--- config.mk ---
export PLATFORM = sky130hd
export DESIGN_NAME = hog_feature_readout_flat
export DESIGN_NICKNAME = d
export VERILOG_FILES = /design/src/rtl/hog_feature_readout_pkg.sv /design/src/rtl/hog_feature_readout_if.sv /design/src/rtl/hog_feature_readout_fifo2.sv /design/src/rtl/hog_feature_readout.sv /design/src/flat_wrapper.sv
export SDC_FILE = /design/constraint.sdc
export NUM_CORES = 1
export LEC_CHECK = 0
export ABC_CLOCK_PERIOD_IN_PS = 5500
export CAP_MARGIN = 20
export CORE_MARGIN = 4
export CORE_UTILIZATION = 52
export DETAILED_ROUTE_END_ITERATION = 10
export PLACE_DENSITY = 0.89
export SLEW_MARGIN = 25
export SYNTH_ARGS = -nofsm -noshare
export SYNTH_HDL_FRONTEND = slang
export SYNTH_SLANG_ARGS = --single-unit
--- constraint.sdc ---
create_clock -name aclk -period 5.5 [get_ports aclk]
set_input_delay 1.1 -clock aclk [delete_from_list [all_inputs] [get_ports aclk]]
set_output_delay 1.1 -clock aclk [all_outputs]
set_load 0.05 [all_outputs]
--- src/rtl/hog_feature_readout_pkg.sv ---
// Shared widths, defaults and types for the HOG feature readout block.
package hog_feature_readout_pkg;

  localparam int QN             = 8;
  localparam int WORD_W         = 4 * QN;
  localparam int ADDR_W_DEF     = 13;
  localparam int FEAT_DEPTH_DEF = 1156;

  typedef enum logic [1:0] {
    ST_IDLE,
    ST_READ,
    ST_DRAIN
  } state_t;

  // One FIFO entry: packed bank bytes plus the end-of-frame tag.
  typedef struct packed {
    logic              last;
    logic [WORD_W-1:0] data;
  } fifo_word_t;

endpackage

--- src/rtl/hog_feature_readout_if.sv ---
// Valid/ready word stream from the feature readout toward the DMA side.
interface hog_feature_readout_if;
  import hog_feature_readout_pkg::*;

  logic [WORD_W-1:0] tdata;
  logic              tvalid;
  logic              tready;
  logic              tlast;

  modport master (output tdata, output tvalid, output tlast, input tready);
  modport slave  (input tdata, input tvalid, input tlast, output tready);

endinterface

--- src/rtl/hog_feature_readout_fifo2.sv ---
// Two-entry register FIFO that catches BRAM read data ahead of the output stream.
module hog_feat_fifo2
  import hog_feature_readout_pkg::*;
(
  input  logic       aclk,
  input  logic       arest,
  input  logic       push,
  input  fifo_word_t din,
  input  logic       pop,
  output fifo_word_t dout,
  output logic [1:0] count,
  output logic       empty,
  output logic       full
);

  fifo_word_t mem_reg [2];
  logic       wr_ptr_reg;
  logic       rd_ptr_reg;
  logic [1:0] count_reg;
  logic       wr_en;
  logic       rd_en;

  assign empty = (count_reg == 2'd0);
  assign full  = (count_reg == 2'd2);
  assign wr_en = push && !full;
  assign rd_en = pop && !empty;
  assign count = count_reg;
  assign dout  = mem_reg[rd_ptr_reg];

  for (genvar gi = 0; gi < 2; gi++) begin : g_entry
    always_ff @(posedge aclk or posedge arest) begin
      if (arest) begin
        mem_reg[gi] <= '0;
      end else if (wr_en && (wr_ptr_reg == 1'(gi))) begin
        mem_reg[gi] <= din;
      end
    end
  end

  always_ff @(posedge aclk or posedge arest) begin
    if (arest) begin
      wr_ptr_reg <= 1'b0;
      rd_ptr_reg <= 1'b0;
      count_reg  <= 2'd0;
    end else begin
      if (wr_en) wr_ptr_reg <= ~wr_ptr_reg;
      if (rd_en) rd_ptr_reg <= ~rd_ptr_reg;
      count_reg <= count_reg + {1'b0, wr_en} - {1'b0, rd_en};
    end
  end

endmodule

--- src/rtl/hog_feature_readout.sv ---
// Sweeps the four HOG result banks in lock-step after feature-done and streams
// one packed 32-bit word per address, absorbing BRAM latency and backpressure.
module hog_feature_readout
  import hog_feature_readout_pkg::*;
#(
  parameter int ADDR_W     = ADDR_W_DEF,
  parameter int FEAT_DEPTH = FEAT_DEPTH_DEF
) (
  input  logic              aclk,
  input  logic              arest,
  input  logic              write_feature_done,
  output logic              res_enb_0,
  output logic              res_enb_1,
  output logic              res_enb_2,
  output logic              res_enb_3,
  output logic [ADDR_W-1:0] res_addrb_0,
  output logic [ADDR_W-1:0] res_addrb_1,
  output logic [ADDR_W-1:0] res_addrb_2,
  output logic [ADDR_W-1:0] res_addrb_3,
  input  logic [QN-1:0]     res_doutb_0,
  input  logic [QN-1:0]     res_doutb_1,
  input  logic [QN-1:0]     res_doutb_2,
  input  logic [QN-1:0]     res_doutb_3,
  hog_feature_readout_if.master m,
  output logic              busy,
  output logic              readout_done
);

  if (FEAT_DEPTH < 1 || FEAT_DEPTH > (1 << ADDR_W)) begin : g_bad_depth
    $error("hog_feature_readout: FEAT_DEPTH out of range 1..2**ADDR_W");
  end

  localparam logic [ADDR_W-1:0] LAST_ADDR = ADDR_W'(FEAT_DEPTH - 1);

  state_t            state_reg, state_next;
  logic [ADDR_W-1:0] rd_addr_reg, rd_addr_next;
  logic              inflight_reg;
  logic              inflight_last_reg;
  logic              done_reg, done_next;
  logic              issue;
  logic              is_last;
  logic              pop;
  logic              credit_ok;
  logic [1:0]        occ;
  logic [1:0]        fifo_count;
  logic              fifo_empty;
  logic              fifo_full;
  fifo_word_t        push_word;
  fifo_word_t        head;

  assign is_last = (rd_addr_reg == LAST_ADDR);
  assign pop     = !fifo_empty && m.tready;
  assign occ     = fifo_count + {1'b0, inflight_reg};
  // The same-cycle pop frees a slot, which is what allows one word per cycle.
  assign credit_ok = pop || (!fifo_full && (occ < 2'd2));

  always_comb begin
    state_next   = state_reg;
    rd_addr_next = rd_addr_reg;
    done_next    = 1'b0;
    issue        = 1'b0;
    case (state_reg)
      ST_IDLE:  issue = write_feature_done;
      ST_READ:  issue = credit_ok;
      ST_DRAIN: begin
        if (pop && head.last) begin
          state_next   = ST_IDLE;
          rd_addr_next = '0;
          done_next    = 1'b1;
        end
      end
      default:  state_next = ST_IDLE;
    endcase
    if (issue) begin
      if (is_last) begin
        state_next = ST_DRAIN;
      end else begin
        state_next   = ST_READ;
        rd_addr_next = rd_addr_reg + ADDR_W'(1);
      end
    end
  end

  always_ff @(posedge aclk or posedge arest) begin
    if (arest) begin
      state_reg         <= ST_IDLE;
      rd_addr_reg       <= '0;
      inflight_reg      <= 1'b0;
      inflight_last_reg <= 1'b0;
      done_reg          <= 1'b0;
    end else begin
      state_reg         <= state_next;
      rd_addr_reg       <= rd_addr_next;
      inflight_reg      <= issue;
      inflight_last_reg <= issue && is_last;
      done_reg          <= done_next;
    end
  end

  assign res_enb_0   = issue;
  assign res_enb_1   = issue;
  assign res_enb_2   = issue;
  assign res_enb_3   = issue;
  assign res_addrb_0 = issue ? rd_addr_reg : '0;
  assign res_addrb_1 = issue ? rd_addr_reg : '0;
  assign res_addrb_2 = issue ? rd_addr_reg : '0;
  assign res_addrb_3 = issue ? rd_addr_reg : '0;

  assign push_word = '{last: inflight_last_reg,
                       data: {res_doutb_3, res_doutb_2, res_doutb_1, res_doutb_0}};

  hog_feat_fifo2 u_fifo (
    .aclk  (aclk),
    .arest (arest),
    .push  (inflight_reg),
    .din   (push_word),
    .pop   (pop),
    .dout  (head),
    .count (fifo_count),
    .empty (fifo_empty),
    .full  (fifo_full)
  );

  assign m.tvalid     = !fifo_empty;
  assign m.tdata      = fifo_empty ? '0 : head.data;
  assign m.tlast      = !fifo_empty && head.last;
  assign busy         = (state_reg != ST_IDLE);
  assign readout_done = done_reg;

endmodule
--- src/flat_wrapper.sv ---
// flat-port wrapper written by rule: the top's interface ports become plain ports
module hog_feature_readout_flat import hog_feature_readout_pkg::*;
#(
  parameter int ADDR_W     = ADDR_W_DEF,
  parameter int FEAT_DEPTH = FEAT_DEPTH_DEF
)
  (aclk, arest, write_feature_done, res_enb_0, res_enb_1, res_enb_2, res_enb_3, res_addrb_0, res_addrb_1, res_addrb_2, res_addrb_3, res_doutb_0, res_doutb_1, res_doutb_2, res_doutb_3, busy, readout_done, m_tdata, m_tvalid, m_tlast, m_tready);
  hog_feature_readout_if m_i ();
  input  logic aclk;
  input  logic arest;
  input  logic write_feature_done;
  output logic res_enb_0;
  output logic res_enb_1;
  output logic res_enb_2;
  output logic res_enb_3;
  output logic [ADDR_W-1:0] res_addrb_0;
  output logic [ADDR_W-1:0] res_addrb_1;
  output logic [ADDR_W-1:0] res_addrb_2;
  output logic [ADDR_W-1:0] res_addrb_3;
  input  logic [QN-1:0] res_doutb_0;
  input  logic [QN-1:0] res_doutb_1;
  input  logic [QN-1:0] res_doutb_2;
  input  logic [QN-1:0] res_doutb_3;
  output logic busy;
  output logic readout_done;
  output wire logic [$bits(m_i.tdata)-1:0] m_tdata;
  output wire logic [$bits(m_i.tvalid)-1:0] m_tvalid;
  output wire logic [$bits(m_i.tlast)-1:0] m_tlast;
  input wire logic [$bits(m_i.tready)-1:0] m_tready;
  assign m_tdata = m_i.tdata;
  assign m_tvalid = m_i.tvalid;
  assign m_tlast = m_i.tlast;
  assign m_i.tready = m_tready;
  hog_feature_readout #(.ADDR_W(ADDR_W), .FEAT_DEPTH(FEAT_DEPTH)) u_core (.aclk(aclk), .arest(arest), .write_feature_done(write_feature_done), .res_enb_0(res_enb_0), .res_enb_1(res_enb_1), .res_enb_2(res_enb_2), .res_enb_3(res_enb_3), .res_addrb_0(res_addrb_0), .res_addrb_1(res_addrb_1), .res_addrb_2(res_addrb_2), .res_addrb_3(res_addrb_3), .res_doutb_0(res_doutb_0), .res_doutb_1(res_doutb_1), .res_doutb_2(res_doutb_2), .res_doutb_3(res_doutb_3), .m(m_i), .busy(busy), .readout_done(readout_done));
endmodule
== Yosys cells after proc, flatten, opt, wreduce, memory -nomap -nowiden ==
Cells that the tools add are included.
Operators by class
  multiplexer cells: 16
  add/subtract/negate cells: 4
  $lt $le $gt $ge: 2
  bitwise operators: 3
  reduce and logical (&&, ||, !) cells: 17
  equality and inequality tests: 6
Operators by type and width (count)
  $mux 33: 3
  $mux 13: 5
  $mux 32: 1
  $add 13x1->13 const B: 1
  $eq 13x11->1 const B: 1
  $logic_and 1x1->1: 9
  $mux 2: 3
  $add 2x1->2: 2
  $eq 2x2->1 const B: 2
  $logic_not 2->1: 2
  $pmux 2 s2: 1
  $ne 3x1->1 const B: 1
  $eq 2x1->1 const B: 1
  $ge 2x2->1 const B: 1
  $logic_not 1->1: 2
  $lt 2x2->1 const B: 1
  $mux 1: 2
  $ne 2x1->1 const B: 1
  $not 1->1: 2
  $not 1->2: 1
  $pmux 1 s2: 1
  $reduce_and 2->1: 1
  $reduce_bool 2->1: 1
  $reduce_or 2->1: 1
  other kinds (2): 2
Word-level totals
  output and inout port bits: 92
  bits of input ports: 36
  word-level logic and storage cells: 60
  register bits: 88

== Logic depth before layout (Yosys ltp) ==
  word-level depth: 9
  mapped depth: 7
  mapped depth without buffers: 7

== Hierarchy ==
A second synthesis with hierarchy kept.
Unflattened totals
  cells, all modules: 380
  area total of the unflattened synthesis: 4790.8 um2
By module, submodules not included
  hog_feat_fifo2: cells each 195, area an instance 3205.6 um2, seq. area each 1751.7 um2, instances 1
  hog_feature_readout: cells each 185, area an instance 1585.3 um2, seq. area each 450.4 um2, instances 1

== Worst setup path before layout ==
OpenSTA, ideal clock, no wires.
  path type: input to output
  start point: input m_tready
  end point: output res_addrb_1[11]
  arrival time: 2748 ps
  path buffers: 2
  required time: 4400 ps
  stages on the path: 6
  slack: 1652 ps
  path through: nor2b_1 > o21ai_1 > buf_2 > nand2_1 > nor2_1 > buf_4
Between the ends
  word-level cells in the longest chain between the ends: 4
Ends and longest elaborated chain
  start: declaration: RTL line flat_wrapper.sv:29  | input wire logic [$bits(m_i.tready)-1:0] m_tready;
  $logic_and 1x1->1: RTL line hog_feature_readout.sv:52  | assign pop = !fifo_empty && m.tready;
  $logic_or 1x1->1: RTL line hog_feature_readout.sv:55  | assign credit_ok = pop || (!fifo_full && (occ < 2'd2));
  $pmux 1 s2: RTL line hog_feature_readout.sv:62  | case (state_reg)
  $mux 13
  end: declaration: RTL line flat_wrapper.sv:17  | output logic [ADDR_W-1:0] res_addrb_1;
Every way passes these cells.

== Worst setup path after layout ==
  start point: input m_tready
  end point: output res_addrb_2[11]
Between the ends
  word-level cells in the longest chain between the ends: 4
Ends and longest elaborated chain
  $logic_and 1x1->1: RTL line hog_feature_readout.sv:52
  $logic_or 1x1->1: RTL line hog_feature_readout.sv:55
  $pmux 1 s2: RTL line hog_feature_readout.sv:62
  $mux 13: RTL line hog_feature_readout.sv:106  | assign res_addrb_2 = issue ? rd_addr_reg : '0;
  end: declaration: RTL line flat_wrapper.sv:18  | output logic [ADDR_W-1:0] res_addrb_2;
Every way passes these cells.

==> results.md <==
- Status: completed
- Synthesized area per cell: 11.6 um2
- Gpl congestion: 0.896
- Drt first-iter violations: 107
- Layout cells sized above 1: 19.5%
- Gate count of the mapped netlist: 384
- Critical Path Fanout Max: 24
- Max reg flops: 66
- Post-synthesis net count: 423
- Top delay family on crit path: buffers and inverters
- Final Core Density: 68.9%
- Post-cts sizing count: 0
- Worst R2R Start: u_core.u_fifo.rd_ptr_reg$_DFFE_PP0P_
- CTS Buf Count: 9
- Postcts setup bufs: 0
- CP arrival: 3.27 ns
- R2R setup slack: 3.22 ns
- Htree depth: 3
- Clock root cell: clkbuf_8
- Crit path capture: res_addrb_2[11]
- Synth Flop Type: dfrtp_1
- Crit path kind: input port to output pin
- Reg-to-reg endpoint: u_core.rd_addr_reg[12]$_DFF_PP0_
- Area contributors post-synth: dfrtp_1 50%, mux2_2 17%, mux2i_1 9.7%, buf_4 7.1%, nor2_1 3.5%
- Mapped Area: 4450 um2
- Area of the multi-input gates: 1820 um2
- DRC: 0
- Area leader, netlist: dfrtp_1
- Most frequent CP cell: clkdlybuf4s50_1
- WP buf/inv: 3
- Wire length per cell: 16.3 um
- Pin count of the biggest net entering global routing: 58
- Clock Skew: 0.0145 ns
- Tcrit/Tclk final: 79.4%
- Maximum buffer depth of the clock tree: 2
- Max Cap Violations: 0
- Rows: 33
- Critical Path Start: m_tready
- Chip width: 100 um
- Slew margin rel.: 33.0%
- GRT Total Usage: 19.2%
- Worst path required time: 4.40 ns
- Count leader, synth: dfrtp_1
- Register-to-Register Path Depth: 4
- Vias: 3103
- Skew-Pair Late Insertion Delay: 0.35 ns
- HP Class: register to register
- Grt ovf: 0
- Layout fillers: 604
- Dpl hpwl: 6670 um
- Critical path depth in cells: 7
- Critical-path cell list: clkdlybuf4s50_1 > nor2b_1 > o21ai_1 > buf_4 > nand2_1 > nor2_1 > clkdlybuf4s50_1
- Die height: 100 um
- Hold Crit Start: u_core.inflight_last_reg$_DFF_PP0_
- Antenna cell count: 0
- Commonest cells post-synth: 88 x dfrtp_1, 66 x mux2_2, 43 x mux2i_1
- Initial antenna violation count: 0
- First-pass GRT wire length: 15500 um
- Initial Util: 53.8%
- Hold buffers post-CTS: 0
- Nets: 505
- Number of synthesized register bits: 88
- Share of the yosys chip area belonging to registers: 49.5%
- Final Cell Area: 5690 um2
- Post-DRT Antenna Nets: 0
- F_max: 229 MHz
- EDFF count, synth: 0
- Routed wire length: 9400 um
- Avg Vias per Cell: 5.39
- Least-Margin Pin Slew: 1.00 ns
- Syn-to-layout area delta: 28.0%
- Crit path capture type: output pin
- Min cycle time layout: 4.37 ns
- Ports: 128
- Clk slew on worst S/H paths: 0.09 ns
- Worst path max stage delay: 0.86 ns
- Hold Vio Cnt, Final: 0
- RSZ-0062 raised after global routing: false
- Setup TNS: 0 ns
- Critical Path Start Type: input port
- Clk sink count: 88
- Yosys cell types: 33
- Warnings from Yosys: 0
- Critical Path Slowest Stage Cell: clkdlybuf4s50_1
- Max Slew Vio Count: 0
- Top cell type's share of synthesized area: 49.5%
- CTS tree: done
- Register area: 2200 um2
- PortBufs: 127
- Full die area: 10100 um2
- Vias in the first global route: 3191
- Placed cell areas: 5500 um2
- Drt first pass iters: 4
- Final setup viols: 0
- Share of flip-flops with an asynchronous set or reset: 100%
- Core Box Area: 8260 um2
==> cells in the final DEF (no fill, tap or decap), types with 2 or more instances in the layout <==
master and n:
nor2_4 2, nand2_1 13, or4_1 2, nor4b_1 3
clkdlybuf4s50_1 127, nor2_1 39, nand4_1 5, o21ai_0 3
clkinv_4 2, or3_1 2, ha_1 3, mux2_2 66
xnor2_1 4, o21ai_1 2, clkbuf_8 11, nand4b_1 2
inv_1 11, a21oi_1 2, o211ai_1 2, mux2i_1 43
dfrtp_1 87, and3_1 12, nand3_1 8, buf_4 4
==> routing by layer <==
layer  track usage, %  up-vias  share of wire, %
li1                 -     1452                 -
met1             23.6     1533                40
met2             33.0      107                50
met3             5.26       11               8.6
met4             5.91        0               1.3
met5                0        -                 0
==> worst reg2reg max path, delay by kind of cell (launching register included) <==
family	cells	cell delay, ns
AOI/OAI and AO/OA	2	0.29
muxes	1	0.25
DFF	1	1.03
and+or+nand+nor	1	0.60
==> cell type report <==
class,instances,share of cell area (%)
Multi-Input combinational cell,224,31.9
Clock buffer,11,2.66
Tap cell,105,2.31
Sequential cell,88,38.7
Inverter,12,0.836
Clock inverter,5,0.682
Timing Repair Buffer,131,22.9
==> cells by family after synthesis <==
group                    share of synthesized area [%]
AND/OR/NAND/NOR                                   10.3
multiplexers                                      26.4
buffers and inverters                             9.96
adder cells (fa/ha/maj)                          0.844
XOR/XNOR                                         0.788
AO/OA/AOI/OAI                                     2.20
flip-flops                                        49.5
==> per-stage QoR <==
step / worst slack [ns] / hold slack (ns) / std cells
floorplan: 1.65 / 0.468 / 384
global placement: 1.18 / 0.486 / 560
detailed placement: 1.12 / 0.494 / 560
CTS: 1.12 / 0.511 / 576
global route: 0.986 / 0.518 / 576
finish: 1.13 / 0.504 / 576
==> worst min-delay path by stage <==
stage,end,depth (start not counted)
6_report,u_core.u_fifo.mem_reg[65]$_DFFE_PP0P_,1
5_1_grt,u_core.u_fifo.mem_reg[2]$_DFFE_PP0P_,1
4_1_cts,u_core.u_fifo.mem_reg[65]$_DFFE_PP0P_,1
3_5_place_dp,u_core.u_fifo.mem_reg[23]$_DFFE_PP0P_,1
3_3_place_gp,u_core.u_fifo.mem_reg[6]$_DFFE_PP0P_,1
2_1_floorplan,u_core.rd_addr_reg[11]$_DFF_PP0_,1
Power is left out: the tool's default activity adds up to more than one toggle a clock period on the data nets, which glitch-free logic cannot reach.
